`config.mk`:
```
export PLATFORM = sky130hd
export DESIGN_NAME = key_debounce_flat
export DESIGN_NICKNAME = d
export VERILOG_FILES = /design/src/rtl/key_pkg.sv /design/src/rtl/key_debounce_if.sv /design/src/rtl/key_debounce_channel.sv /design/src/rtl/key_debounce.sv /design/src/flat_wrapper.sv
export SDC_FILE = /design/constraint.sdc
export NUM_CORES = 1
export LEC_CHECK = 0
export BUFFER_PORTS_ARGS = -buffer_cell sky130_fd_sc_hd__clkbuf_2
export CORE_MARGIN = 3
export CORE_UTILIZATION = 55
export CTS_CLUSTER_DIAMETER = 50
export DETAILED_ROUTE_END_ITERATION = 6
export MAX_ROUTING_LAYER = met4
export PLACE_DENSITY = 0.81
export REMOVE_ABC_BUFFERS = 1
export SYNTH_ARGS = -nofsm -noshare
export SYNTH_HDL_FRONTEND = slang
export SYNTH_SLANG_ARGS = --single-unit
export TNS_END_PERCENT = 10
```
`constraint.sdc`:
```
create_clock -name i_clock -period 2.7 [get_ports i_clock]
set_input_delay 0.135 -clock i_clock [delete_from_list [all_inputs] [get_ports i_clock]]
set_output_delay 0.135 -clock i_clock [all_outputs]
set_load 0.1 [all_outputs]
```
`src/rtl/key_pkg.sv`:
```
// Shared constants and helpers for the key debouncer.
// Defaults assume a 50 MHz clk.
package key_pkg;

    localparam int KEY_COUNT           = 4;
    localparam int DEF_DEBOUNCE_CYCLES = 50000;      // 1 ms
    localparam int DEF_REPEAT_DELAY    = 25000000;   // 500 ms
    localparam int DEF_REPEAT_PERIOD   = 10000000;   // 200 ms

    // Repeat counter phase: waiting for the first repeat, then periodic repeats.
    typedef enum logic {
        RPT_DELAY  = 1'b0,
        RPT_PERIOD = 1'b1
    } rpt_phase_e;

    // Bits needed for a counter that runs 0 .. n-1 (at least one bit).
    function automatic int cnt_width(input int n);
        return (n <= 2) ? 1 : $clog2(n);
    endfunction

endpackage

```
`src/rtl/key_debounce_if.sv`:
```
// Key bus: raw active-low buttons in, debounced levels and press pulses out.
interface key_debounce_if
    import key_pkg::*;
#(
    parameter int WIDTH = KEY_COUNT
);
    logic [WIDTH-1:0] key_n;
    logic [WIDTH-1:0] key;
    logic [WIDTH-1:0] press;

    // Button side drives raw levels and watches the clean outputs.
    modport master (output key_n, input key, input press);
    // Debouncer side.
    modport slave  (input key_n, output key, output press);
endinterface

```
`src/rtl/key_debounce_channel.sv`:
```
// One key: two-flop synchronizer, stability counter, debounced level and
// press pulse. Defining KEY_DEBOUNCE_AUTOREPEAT_EN adds a repeat counter that
// regenerates press pulses while the key is held.
//
// Repeat phase (auto-repeat builds only)
//   state      | meaning
//   RPT_DELAY  | key held, waiting REPEAT_DELAY cycles since the accepted press
//   RPT_PERIOD | key held, pulsing every REPEAT_PERIOD cycles
module key_debounce_channel
    import key_pkg::*;
#(
    parameter int DEBOUNCE_CYCLES = DEF_DEBOUNCE_CYCLES,
    parameter int REPEAT_DELAY    = DEF_REPEAT_DELAY,
    parameter int REPEAT_PERIOD   = DEF_REPEAT_PERIOD
) (
    input  logic i_clock,
    input  logic i_reset,
    input  logic i_key_n,
    output logic o_key,
    output logic o_press
);
    localparam int              DB_W    = cnt_width(DEBOUNCE_CYCLES);
    localparam logic [DB_W-1:0] DB_LAST = DB_W'(DEBOUNCE_CYCLES - 1);

    if (DEBOUNCE_CYCLES < 2 || REPEAT_DELAY < 1 || REPEAT_PERIOD < 1) begin : g_param_check
        $error("key_debounce_channel: DEBOUNCE_CYCLES must be >= 2, REPEAT_* >= 1");
    end

    logic            r_sync1;
    logic            r_sync2;
    logic            r_key;
    logic            r_press;
    logic [DB_W-1:0] r_cnt;
    logic            w_s;
    logic            w_differ;
    logic            w_accept;

`ifdef KEY_DEBOUNCE_AUTOREPEAT_EN
    localparam int RPT_MAX = (REPEAT_DELAY > REPEAT_PERIOD) ? REPEAT_DELAY : REPEAT_PERIOD;
    localparam int RPT_W   = cnt_width(RPT_MAX);
    localparam logic [RPT_W-1:0] RPT_DELAY_LAST  = RPT_W'(REPEAT_DELAY - 1);
    localparam logic [RPT_W-1:0] RPT_PERIOD_LAST = RPT_W'(REPEAT_PERIOD - 1);

    logic [RPT_W-1:0] r_rpt_cnt;
    rpt_phase_e       r_rpt_phase;
    logic [RPT_W-1:0] w_rpt_last;

    assign w_rpt_last = (r_rpt_phase == RPT_DELAY) ? RPT_DELAY_LAST : RPT_PERIOD_LAST;
`endif

    assign w_s      = ~r_sync2;
    assign w_differ = (w_s != r_key);
    assign w_accept = w_differ && (r_cnt == DB_LAST);

    // Bring the asynchronous button level into the clock domain; idle is released.
    always_ff @(posedge i_clock) begin
        if (i_reset) begin
            r_sync1 <= 1'b1;
            r_sync2 <= 1'b1;
        end else begin
            r_sync1 <= i_key_n;
            r_sync2 <= r_sync1;
        end
    end

    // Accept a new level after DEBOUNCE_CYCLES consecutive differing samples;
    // pulse press on acceptance of a press (and on repeats when enabled).
    always_ff @(posedge i_clock) begin
        if (i_reset) begin
            r_cnt   <= '0;
            r_key   <= 1'b0;
            r_press <= 1'b0;
`ifdef KEY_DEBOUNCE_AUTOREPEAT_EN
            r_rpt_cnt   <= '0;
            r_rpt_phase <= RPT_DELAY;
`endif
        end else begin
            r_press <= 1'b0;
            if (!w_differ) begin
                r_cnt <= '0;
            end else if (w_accept) begin
                r_cnt   <= '0;
                r_key   <= w_s;
                r_press <= w_s;
            end else begin
                r_cnt <= r_cnt + 1'b1;
            end
`ifdef KEY_DEBOUNCE_AUTOREPEAT_EN
            // A fresh press restarts the delay; a release (or idle key) holds it clear,
            // so the release cycle can never carry a repeat pulse.
            if (w_accept || !r_key) begin
                r_rpt_cnt   <= '0;
                r_rpt_phase <= RPT_DELAY;
            end else if (r_rpt_cnt == w_rpt_last) begin
                r_rpt_cnt   <= '0;
                r_rpt_phase <= RPT_PERIOD;
                r_press     <= 1'b1;
            end else begin
                r_rpt_cnt <= r_rpt_cnt + 1'b1;
            end
`endif
        end
    end

    assign o_key   = r_key;
    assign o_press = r_press;

endmodule

```
`src/rtl/key_debounce.sv`:
```
// key_debounce: WIDTH independent debounce channels behind the key bus.
// Auto-repeat is built in when KEY_DEBOUNCE_AUTOREPEAT_EN is defined.
module key_debounce
    import key_pkg::*;
#(
    parameter int WIDTH           = KEY_COUNT,
    parameter int DEBOUNCE_CYCLES = DEF_DEBOUNCE_CYCLES,
    parameter int REPEAT_DELAY    = DEF_REPEAT_DELAY,
    parameter int REPEAT_PERIOD   = DEF_REPEAT_PERIOD
) (
    input  logic          i_clock,
    input  logic          i_reset,
    key_debounce_if.slave bus
);
    logic [WIDTH-1:0] w_key;
    logic [WIDTH-1:0] w_press;

    for (genvar g = 0; g < WIDTH; g++) begin : g_chan
        key_debounce_channel #(
            .DEBOUNCE_CYCLES (DEBOUNCE_CYCLES),
            .REPEAT_DELAY    (REPEAT_DELAY),
            .REPEAT_PERIOD   (REPEAT_PERIOD)
        ) u_chan (
            .i_clock (i_clock),
            .i_reset (i_reset),
            .i_key_n (bus.key_n[g]),
            .o_key   (w_key[g]),
            .o_press (w_press[g])
        );
    end

    assign bus.key   = w_key;
    assign bus.press = w_press;

endmodule

```
`src/flat_wrapper.sv`:
```
// flat-port wrapper written by rule: the top's interface ports become plain ports
module key_debounce_flat import key_pkg::*;
#(
    parameter int WIDTH           = KEY_COUNT,
    parameter int DEBOUNCE_CYCLES = DEF_DEBOUNCE_CYCLES,
    parameter int REPEAT_DELAY    = DEF_REPEAT_DELAY,
    parameter int REPEAT_PERIOD   = DEF_REPEAT_PERIOD
)
  (i_clock, i_reset, bus_key_n, bus_key, bus_press);
  key_debounce_if #(.WIDTH(WIDTH)) bus_i ();
  input  logic i_clock;
  input  logic i_reset;
  input wire logic [$bits(bus_i.key_n)-1:0] bus_key_n;
  output wire logic [$bits(bus_i.key)-1:0] bus_key;
  output wire logic [$bits(bus_i.press)-1:0] bus_press;
  assign bus_i.key_n = bus_key_n;
  assign bus_key = bus_i.key;
  assign bus_press = bus_i.press;
  key_debounce #(.WIDTH(WIDTH), .DEBOUNCE_CYCLES(DEBOUNCE_CYCLES), .REPEAT_DELAY(REPEAT_DELAY), .REPEAT_PERIOD(REPEAT_PERIOD)) u_core (.i_clock(i_clock), .i_reset(i_reset), .bus(bus_i));
endmodule
```
## Word level (Yosys, flattened, before mapping)

Cells that the tools add are included.

| word-level totals | value |
|---|---|
| register bits | 80 |
| latch bits | 0 |
| memory bits (writable) | 0 |
| ROM bits | 0 |
| input port bits | 6 |
| output and inout port bits | 8 |
| memories kept | 0 |

| operators by class | value |
|---|---|
| $add $sub $neg | 4 |
| $mul | 0 |
| divide/modulo/power cells | 0 |
| order comparisons | 0 |
| equality and inequality tests | 8 |
| shift-type cells | 0 |
| mux-type cells | 0 |
| bitwise operators | 12 |
| reductions and logical operators | 16 |

Operators with widths:

| kind | count |
|---|---|
| 16-bit by 1-bit adder with 16-bit output (second input constant) | 4 |
| 16-bit == test (second input constant) | 4 |
| 3-bit OR reduction | 8 |
| 1-bit NOT | 12 |
| 2-bit AND reduction | 4 |
| 1-bit logical AND | 4 |
| 1-bit inequality test | 4 |

## Logic depth before layout (Yosys ltp)

| depth | value |
|---|---|
| word-level depth | 5 |
| mapped depth | 6 |

## Cells and area by module

Synthesis repeated with hierarchy kept, for this count alone.

| unflattened totals | value |
|---|---|
| cell total of the unflattened synthesis | 376 |
| area, all modules | 3,463.3 um2 |

Modules (own cells, without submodules):

| module | times used | cells an instance | area an instance (um2) | sequential area each (um2) |
|---|---|---|---|---|
| key_debounce_channel | 4 | 94 | 865.8 | 400.4 |

## Worst setup path after synthesis

Ideal clock, no wire load.

| timing | value |
|---|---|
| path type | register to register |
| start point | register u_core.g_chan[3].u_chan.r_cnt[12] |
| end point | register u_core.g_chan[3].u_chan.r_cnt[15] |
| arrival | 1.610 ns |
| setup slack | 0.976 ns |
| stages on the path, launching flop included | 6 |
| period minus slack after synthesis | 1.724 ns |
| cells stage by stage | dfxtp_1 or4_1 or4_4 nand2_4 buf_8 nor2_1 |

| between the ends | value |
|---|---|
| word-level cells in the longest chain between the ends | 3 |
| elaborated cells on any way between the ends | 4 |
| those cells by class | 1 x add/sub; 1 x eq/ne; 2 x reduce/logical |

Ends and longest elaborated chain:

| element | RTL line | RTL |
|---|---|---|
| from (decl) | key_debounce_channel.sv:33 | `logic [DB_W-1:0] r_cnt;` |
| from (signal assigned) | key_debounce_channel.sv:86 | `r_cnt <= r_cnt + 1'b1;` |
| parallel branches: the longest is 3 deep, another holds 16-bit by 1-bit adder with 16-bit output | - |  |

Several ways; the timed one is not identified.
A chain may end at the register's enable or synchronous reset.

## Worst setup path in the final report

| timing | value |
|---|---|
| start point | register u_core.g_chan[2].u_chan.r_cnt[0] |
| end point | register u_core.g_chan[2].u_chan.r_cnt[14] |

| between the ends | value |
|---|---|
| word-level cells in the longest chain between the ends | 3 |
| elaborated cells on any way between the ends | 4 |
| those cells by class | 1 x add/sub; 1 x eq/ne; 2 x reduce/logical |

Ends and longest elaborated chain:

| element | RTL line |
|---|---|
| from (decl) | key_debounce_channel.sv:33 |
| from (signal assigned) | key_debounce_channel.sv:86 |
| parallel branches: the longest is 3 deep, another holds 16-bit by 1-bit adder with 16-bit output | - |

Several ways; the timed one is not identified.

==> metrics.txt <==
synth top area cells=dfxtp_1 (47%), xnor2_1 (13%), nor2_1 (8.9%); grt ovf=0; post-synthesis simple-gate area fraction=29.04%; cts hold-fix bufs=4; # setup viols final=0; Layout area overhead=7.463%; Port Buffers=13; fraction of synthesized area in multiplexers=1.176%; CTS tree=built; Psw=approximately 450 uW; Placer Congestion=0.8453; P_leak=0.001159 uW; Post-DRT Antenna Nets=0; Root Buffer=clkbuf_8; combinational share of power=1.4%; DP HPWL=3760 um; post-synthesis cell area=0.003403 mm2; Post-Synth Adder-Cell Area=1.471%; initial antenna violation count=0; vias in the first global route=roughly 2,300; CTS Buf Count=9; Die ar.=0.007167 mm2; final worst-path cycle share=a little under 70%; largest net degree at the start of global routing=22; gr usage total=18.15%; first-pass GRT wire length=10,280 um; Worst-Skew Late Latency=360 ps; endpoint class of the critical path=flip-flop; Post-Syn Instances=370; type of the worst setup path=flip-flop to flip-flop; DR pass1 iterations=6; most frequent cells after synthesis=nor2_1 (81), dfxtp_1 (80), xnor2_1 (51), nand3_1 (21), nor4_1 (18); most common cell in the synthesized netlist=nor2_1; XOR/XNOR Fraction of Synth Area=roughly 15%; # DRC=0; Switching Fraction=around 22%; layout cell share with drive strength beyond 1=11.05%; Die Height=84.66 um; largest family of logic cells by synthesized area=simple AND/OR/NAND/NOR gates; total of warnings raised by yosys=0; Worst Path Arrival=roughly 2100 ps; Post-synth EDFFs=0; Worst Setup Start Kind=flip-flop; Design Power=2062 uW; sequential area share after synthesis=47.06%; pwr dens=between 500 and 600 mW/mm2; max_cap viols=0; Slew Limit Headroom=63.25%; setup TNS=0 ps; post-synthesis cell type count=29; status=complete, no violations; post-route minimum period=1852 ps; H-tree depth=3; RSZ-0062 raised after global routing=no; core area=0.005956 mm2; Antenna Cells=0; WP data required=2940 ps; detailed-route wire length per cell=between 10 and 15 um; Max IR drop VDD=between 300 and 400 uV; asr flop ratio synth=0%; Hold Crit Class=input port to flip-flop; fillers=501; Final nets=394; final core utilization=approximately 61%; Worst-path clk slew=80 ps; Post-Route WL=between 5000 and 6000 um; Post-Route Skew=around 8.4 ps; Slew @ Worst Pin=553.7 ps; Slew Limit Fails=0; row cnt=28; vias post-DR=2,433; Final Hold Viols=0; # IOs=14; CTS resizes=0; number of synthesized register bits=80; dominant synthesized flop cell=dfxtp_1; Synth Area in Compound Gates=0%; post-CTS setup repair buffer count=0; Clock Sinks=80; Die W=84.66 um; clock power share=40.8%; Initial Util=57.14%; worst-path fanout max=15; Syn Area/Cell=9.198 um2; initial DRC count=roughly 100; internal power=roughly 1600 uW; maximum clock rate=540.0 MHz; top-area cell type share of the netlist area=a little under half; Synth area leader=dfxtp_1; CTS Buffer Depth=2; vias per cell=roughly 5.2; Reg power frac=around 58%
-- through the flow --
stage               setup WS [ps]  hold slack [ps]  std cells  area (um2)
floorplan                   971.0            207.4        356        3266
global placement            889.5            317.9        444        3425
detailed placement          833.8            319.7        444        3425
CTS                         830.6            190.6        464        3657
global route                709.7            244.6        464        3657
finish                      848.0            202.3        464        3657
-- final cells by class --
type                    instances  area (um2)  area share (%)
clock buffers                  13       168.9           4.619
clock inverters                 3       23.77          0.6500
inverters                      16       60.06           1.642
multi-input cells             260        1604           43.86
flip-flops and latches         80        1602           43.79
well taps                      75       93.84           2.566
repair buffers                 17       105.1           2.874
-- registers in the layout, indices dropped and copies added, names as in the netlist --
| name | cells |
|---|---|
| u_core.g_chan.u_chan.r_sync2 | 4 |
| u_core.g_chan.u_chan.r_cnt | 64 |
| u_core.g_chan.u_chan.o_press | 4 |
| u_core.g_chan.u_chan.r_sync1 | 4 |
| u_core.g_chan.u_chan.o_key | 4 |
-- power groups by stage --
| stage | sequential (uW) | clock, uW | combinational, uW |
|---|---|---|---|
| 2_1_floorplan | 1220 | 0 | 14.0 |
| 5_1_grt | 1190 | 912 | 33.7 |
| 3_3_place_gp | 1220 | 0 | 24.3 |
| 3_5_place_dp | 1220 | 0 | 24.8 |
| 6_report | 1190 | 842 | 29.2 |
| 4_1_cts | 1190 | 866 | 29.7 |
-- cell families (layout without fill, tap and decap cells) --
group                    count (synthesis)  in the layout
AND/OR/NAND/NOR                        192            192
flip-flops                              80             80
XOR/XNOR                                60             60
buffers and inverters                   30             49
adder cells (fa/ha/maj)                  4              4
multiplexers                             4              4
-- layout by cell type, fill, tap and decap left out, types with 8 or more instances in the layout --
| cell | instances |
|---|---|
| dfxtp_1 | 80 |
| nor3_1 | 16 |
| xnor2_1 | 51 |
| nand4_1 | 13 |
| clkbuf_8 | 12 |
| inv_1 | 16 |
| nor2_1 | 81 |
| or2_2 | 8 |
| xor2_1 | 9 |
| nand2_1 | 12 |
| nor4_1 | 18 |
| nand3_1 | 21 |
| clkbuf_2 | 13 |
-- metal layers --
layer / track usage (%) / vias up / share of wire (%) / wire (um)
li1: - / 1265 / - / -
met1: 22.08 / 1129 / 48 / 2789
met2: 28.75 / 32 / 47 / 2734
met3: 6.968 / 7 / 3.7 / 213
met4: 3.885 / 0 / 0.86 / 50
met5: - / - / 0 / 0
-- final timing paths --
check | from | to | slack [ps] | depth (start not counted)
worst max register to register | u_core.g_chan[2].u_chan.r_cnt[0]$_SDFF_PP0_ | u_core.g_chan[2].u_chan.r_cnt[14]$_SDFF_PP0_ | 850 | 5
worst min-delay path | i_reset | u_core.g_chan[1].u_chan.o_key$_SDFFE_PP0P_ | 200 | 2
worst max-delay path | u_core.g_chan[2].u_chan.r_cnt[0]$_SDFF_PP0_ | u_core.g_chan[2].u_chan.r_cnt[14]$_SDFF_PP0_ | 850 | 5
worst min register to register | u_core.g_chan[0].u_chan.r_sync1$_SDFF_PP1_ | u_core.g_chan[0].u_chan.r_sync2$_SDFF_PP1_ | 410 | 1
-- worst max-delay path, cell delays in order, from the launching register on --
cell     delay, ps
dfxtp_1        370
ha_1           200
nand3_1        240
or4_4          580
nand2_2        250
nor2_1          80
(Power assumes the default switching activity.)
